**config.mk**
```make
export PLATFORM = sky130hd
export DESIGN_NAME = ps2_kbd_rx
export DESIGN_NICKNAME = d
export VERILOG_FILES = /design/src/rtl/ps2_kbd_rx.sv
export SDC_FILE = /design/constraint.sdc
export NUM_CORES = 1
export LEC_CHECK = 0
export ABC_AREA = 1
export ABC_CLOCK_PERIOD_IN_PS = 3100
export BUFFER_PORTS_ARGS = -buffer_cell sky130_fd_sc_hd__buf_2
export CAP_MARGIN = 20
export CORE_MARGIN = 5
export CORE_UTILIZATION = 25
export CTS_CLUSTER_SIZE = 25
export DETAILED_ROUTE_END_ITERATION = 10
export GPL_TIMING_DRIVEN = 0
export HOLD_SLACK_MARGIN = 0.03
export PLACE_DENSITY = 0.35
export SLEW_MARGIN = 40
export SYNTH_ARGS = -nofsm -noshare
export SYNTH_HDL_FRONTEND = slang
export SYNTH_SLANG_ARGS = --single-unit
export TNS_END_PERCENT = 10
```
**constraint.sdc**
```tcl
create_clock -name clk -period 3.1 [get_ports clk]
set_input_delay 0.155 -clock clk [delete_from_list [all_inputs] [get_ports clk]]
set_output_delay 0.155 -clock clk [all_outputs]
set_load 0.05 [all_outputs]
```
**src/rtl/ps2_kbd_rx.sv**
```systemverilog
// PS/2 keyboard receiver: oversampled clock/data, 11-bit frame deframing with
// start/parity/stop checks and mid-frame timeout, feeding a scan-code FIFO.
module ps2_kbd_rx #(
    parameter int FIFO_AW = 3,
    parameter int TIMEOUT = 20000
) (
    input  logic       clk,
    input  logic       rst,
    input  logic       ps2_clk,
    input  logic       ps2_data,
    input  logic       rd,
    output logic [7:0] key,
    output logic       ready,
    output logic       overflow,
    output logic       frame_err
);
    localparam int TW    = $clog2(TIMEOUT + 1);
    localparam int DEPTH = 1 << FIFO_AW;

    typedef enum logic [1:0] {IDLE, SHIFT, CHECK} state_t;

    state_t             state, state_nxt;
    logic               clk_s1, clk_s2, clk_s3;
    logic               data_s1, data_s2;
    logic               fall;
    logic [9:0]         sr;
    logic [3:0]         bitcnt;
    logic [TW-1:0]      idle_cnt;
    logic               timeout;
    logic               frame_ok;
    logic               push;
    logic               rd_q, rd_q2;
    logic               pop;
    logic               do_push, do_pop;
    logic               full;
    logic [FIFO_AW-1:0] wptr, rptr;
    logic [FIFO_AW:0]   count;
    logic [7:0]         mem [DEPTH];

    // Synchronisers idle high so reset never manufactures a falling edge
    always_ff @(posedge clk or posedge rst) begin
        if (rst) begin
            {clk_s1, clk_s2, clk_s3} <= 3'b111;
            {data_s1, data_s2}       <= 2'b11;
        end else begin
            clk_s1  <= ps2_clk;
            clk_s2  <= clk_s1;
            clk_s3  <= clk_s2;
            data_s1 <= ps2_data;
            data_s2 <= data_s1;
        end
    end

    assign fall    = clk_s3 & ~clk_s2;
    assign timeout = (state == SHIFT) && !fall && (idle_cnt == TW'(TIMEOUT));

    always_ff @(posedge clk or posedge rst) begin
        if (rst) state <= IDLE;
        else     state <= state_nxt;
    end

    always_comb begin
        state_nxt = state;
        case (state)
            IDLE:    if (fall && !data_s2) state_nxt = SHIFT;
            SHIFT: begin
                if (fall && bitcnt == 4'd9) state_nxt = CHECK;
                else if (timeout)           state_nxt = IDLE;
            end
            CHECK:   state_nxt = IDLE;
            default: state_nxt = IDLE;
        endcase
    end

    // Frame is good when data+parity has odd weight and the stop bit is high
    always_comb begin
        frame_ok  = (^sr[8:0]) & sr[9];
        push      = (state == CHECK) & frame_ok;
        frame_err = ((state == CHECK) & ~frame_ok) | timeout;
    end

    always_ff @(posedge clk or posedge rst) begin
        if (rst) begin
            sr       <= '0;
            bitcnt   <= '0;
            idle_cnt <= '0;
        end else begin
            if (state == IDLE && fall) bitcnt <= '0;
            if (state == SHIFT && fall) begin
                sr     <= {data_s2, sr[9:1]};
                bitcnt <= bitcnt + 4'd1;
            end
            if (fall || state != SHIFT) idle_cnt <= '0;
            else                        idle_cnt <= idle_cnt + TW'(1);
        end
    end

    // Registered strobe edge: one pop per bus read however long rd is held
    always_ff @(posedge clk or posedge rst) begin
        if (rst) begin
            rd_q  <= 1'b0;
            rd_q2 <= 1'b0;
        end else begin
            rd_q  <= rd;
            rd_q2 <= rd_q;
        end
    end

    assign pop     = rd_q & ~rd_q2;
    assign ready   = (count != '0);
    assign full    = count[FIFO_AW];
    assign do_pop  = pop & ready;
    assign do_push = push & (~full | do_pop);

    always_ff @(posedge clk or posedge rst) begin
        if (rst) begin
            wptr     <= '0;
            rptr     <= '0;
            count    <= '0;
            overflow <= 1'b0;
        end else begin
            if (do_push) wptr <= wptr + FIFO_AW'(1);
            if (do_pop)  rptr <= rptr + FIFO_AW'(1);
            if (do_push && !do_pop)      count <= count + (FIFO_AW+1)'(1);
            else if (do_pop && !do_push) count <= count - (FIFO_AW+1)'(1);
            if (push && !do_push) overflow <= 1'b1;
            else if (do_pop)      overflow <= 1'b0;
        end
    end

    always_ff @(posedge clk) begin
        if (do_push) mem[wptr] <= sr[7:0];
    end

    assign key = ready ? mem[rptr] : 8'h00;
endmodule

```
==> results.ini <==
[status]
outcome=complete, no violations

[synthesis]
ys_warn_count=0
ys_ff_latch=113
async_reset_ff_share_pct=43.4
syn_area_um2=4980
syn-num-nets=487
syn_avg_cell_area_um2=10.5
netlist_instances=472
synth_area_leaders=edfxtp_1 39%, dfrtp_1 22%, nor2_1 6.2%
ys_seq_area_share_pct=63.4
synth-edff-count=64
yosysTopAreaCellShare_pct=38.6
yosysUniqueCellTypes=38
ys.flop_type=edfxtp_1
yosysTopAreaCell=edfxtp_1

[clocking]
htree_levels=4
cts_tree=done
clock-sinks=113
numCtsBuffers=17
path_clk_slew_ns=0.06
clk_latency_ns=0.41
cts_buffer_depth=2
cts_root_buf=clkbuf_16

[timing]
slew_headroom_pct=43.0
worst_slack_ns=0.342
finalSetupViolCount=0
fin_crit_ns=2.76
hold_viol_final=0
whs_ns=0.252
clock_skew_ns=0.0105
worst_slew_pin_slew_ns=0.852
slew_viol_final=0
rsz0062_at_grt=false
fmax_mhz=363
finalCritPeriodShare_pct=89.0
finalSetupTns_ns=0

[setup_path]
path_max_fanout=11
criticalPathCategory=reg2reg
cp_cell_sequence=xnor2_4, inv_1, nand3_2, nand3_2, nand2_2, nor2_4, nand3_2, inv_1, ha_1, inv_1, ha_1, a21o_1, a21oi_1, nand2_1, nand2_1, nor2_1, xor2_1
cp.required_ns=3.39
startpoint_type=flip-flop
crit_family=simple AND/OR/NAND/NOR gates
cp-end-kind=flip-flop
path_buf_inv=3
critical_path.max_stage_delay_ns=0.57
crit_arrival_ns=3.05
critPathSlowestCell=dfrtp_4

[final_layout]
nets=534
n_fill_cell=2044
final_cell_mix=80 x nor2_1, 65 x nand2_1, 64 x edfxtp_1, 56 x o21ai_0, 40 x inv_1
final_area_um2=6090
n_antenna_cell=0
layout-drive-gt1-share_pct=17.9
syn2layout_area_growth_pct=22.2
final_common_cell=nor2_1

[pwr]
ir_worst_vdd_uv=388
p_per_area_nw_per_um2=986
leakage_uw=0.00241

[min_path]
hp-class=in2async

[route]
ant_nets=0
vias=3391
drt_iter0_markers=148
vias_per_cell=4.26
drcViolationCount=0
drtPass1Iterations=4
wl_per_cell_um=15.2
wl_um=12100

[grt]
grt_first_pass_wirelength_um=19300
antenna_found_initial=0
grtUsageTotal_pct=11.4
grt_max_degree=29
grt_pass1_vias=3365
overflow=0

[die]
die_area_um2=22800
die_h_um=151
start_util_pct=25.5
rows=51
io_pins=16
die_w_um=151
core-area_um2=19500

[place]
dp.final_hpwl_um=7990
routabilityCongestion=0.725
post-place-ws_ns=-0.00872
dpl-instance-area_um2=5410
port_buffers=15

[run]
maxCapViolations=0

==> through the flow <==
stage	cells	util (%)	power (µW)
2_1_floorplan	472	-	3510
3_3_place_gp	752	27.6	4110
3_5_place_dp	753	27.7	4130
4_1_cts	788	30.8	6000
5_1_grt	796	31.2	6420
6_report	796	31.2	6000
==> where the power goes <==
group	switching (µW)	total [µW]	internal (µW)	leakage [µW]
Sequential	258	2110	1850	0.00121
Clock	673	1840	1160	0.000265
Combinational	1410	2060	646	0.000937
==> worst paths after layout <==
kind,depth (start not counted),end,slack [ns],start
worst max-delay path,17,count[3],0.34,sr[1]
worst min-delay path,3,idle_cnt[12],0.25,rst
worst max register to register,17,count[3],0.34,sr[1]
worst min register to register,0,clk_s2,0.36,clk_s1
max in group asynchronous,4,data_s2,2.33,rst
min in group clk,0,clk_s2,0.36,clk_s1
==> kinds of logic after synthesis <==
| kind of cell | share of synthesized area, % |
|---|---|
| AND/OR/NAND/NOR | 17.5 |
| adder cells (fa/ha/maj) | 2.66 |
| flip-flops | 63.4 |
| buffers and inverters | 4.32 |
| AO/OA/AOI/OAI | 9.55 |
| XOR/XNOR | 2.61 |
==> synthesized netlist by cell type, types with 2 or more instances <==
cell / count
nor3_1: 3
xnor2_1: 5
dfstp_2: 5
nand2_2: 8
inv_2: 2
edfxtp_1: 64
xor2_1: 8
nand3_1: 8
clkbuf_1: 11
nor2_2: 6
o21ai_1: 2
ha_1: 9
nor4_1: 2
nor2_1: 82
nand2_1: 65
o21ai_0: 56
a31oi_1: 9
nor2_4: 2
o22ai_1: 10
a21oi_1: 7
nand4_1: 5
inv_1: 42
dfrtp_1: 44
nand3_2: 3
==> registers in the layout, indices dropped and copies added, names as in the netlist <==
signal	count
mem	64
idle_cnt	15
sr	10
bitcnt	4
count	4
rptr	3
wptr	3
state	2
clk_s1	1
clk_s2	1
clk_s3	1
data_s1	1
data_s2	1
overflow	1
rd_q	1
rd_q2	1
==> layer usage <==
| layer | global-route usage [%] | vias to the layer above | wire length (µm) | share of wire, % |
|---|---|---|---|---|
| li1 | - | 1688 | - | - |
| met1 | 15.2 | 1656 | 5840 | 48 |
| met2 | 18.0 | 35 | 5770 | 48 |
| met3 | 3.05 | 12 | 337 | 2.8 |
| met4 | 3.85 | 0 | 146 | 1.2 |
| met5 | 0 | - | 0 | 0 |
==> final cells by class <==
class / count / area, µm² / area share, %
Tap cell: 265 / 332 / 5.45
Clock buffer: 19 / 433 / 7.11
Multi-Input combinational cell: 302 / 1630 / 26.7
Clock inverter: 12 / 119 / 1.95
Inverter: 45 / 171 / 2.82
Sequential cell: 113 / 3160 / 52.0
Timing Repair Buffer: 28 / 195 / 3.21
Buffer: 12 / 46.3 / 0.761
==> what timing repair did <==
item                       4_1_cts  5_1_grt
gates resized for setup          1        8
setup endpoints to repair        1        1
hold buffers                     4        0
hold endpoints to repair        45        0
buffers inserted                 0        8
pin swaps                        0        1
==> worst register-to-register path: cells and delay by family (launching register included) <==
kind,cells,cell delay [ns]
DFF,1,0.57
xor gates and xnor gates,2,0.32
adders and majority gates,2,0.47
and+or+nand+nor,8,0.66
AOI/OAI and AO/OA,2,0.34
buffers and inverters,3,0.28
Power figures use the tool's default switching activity.
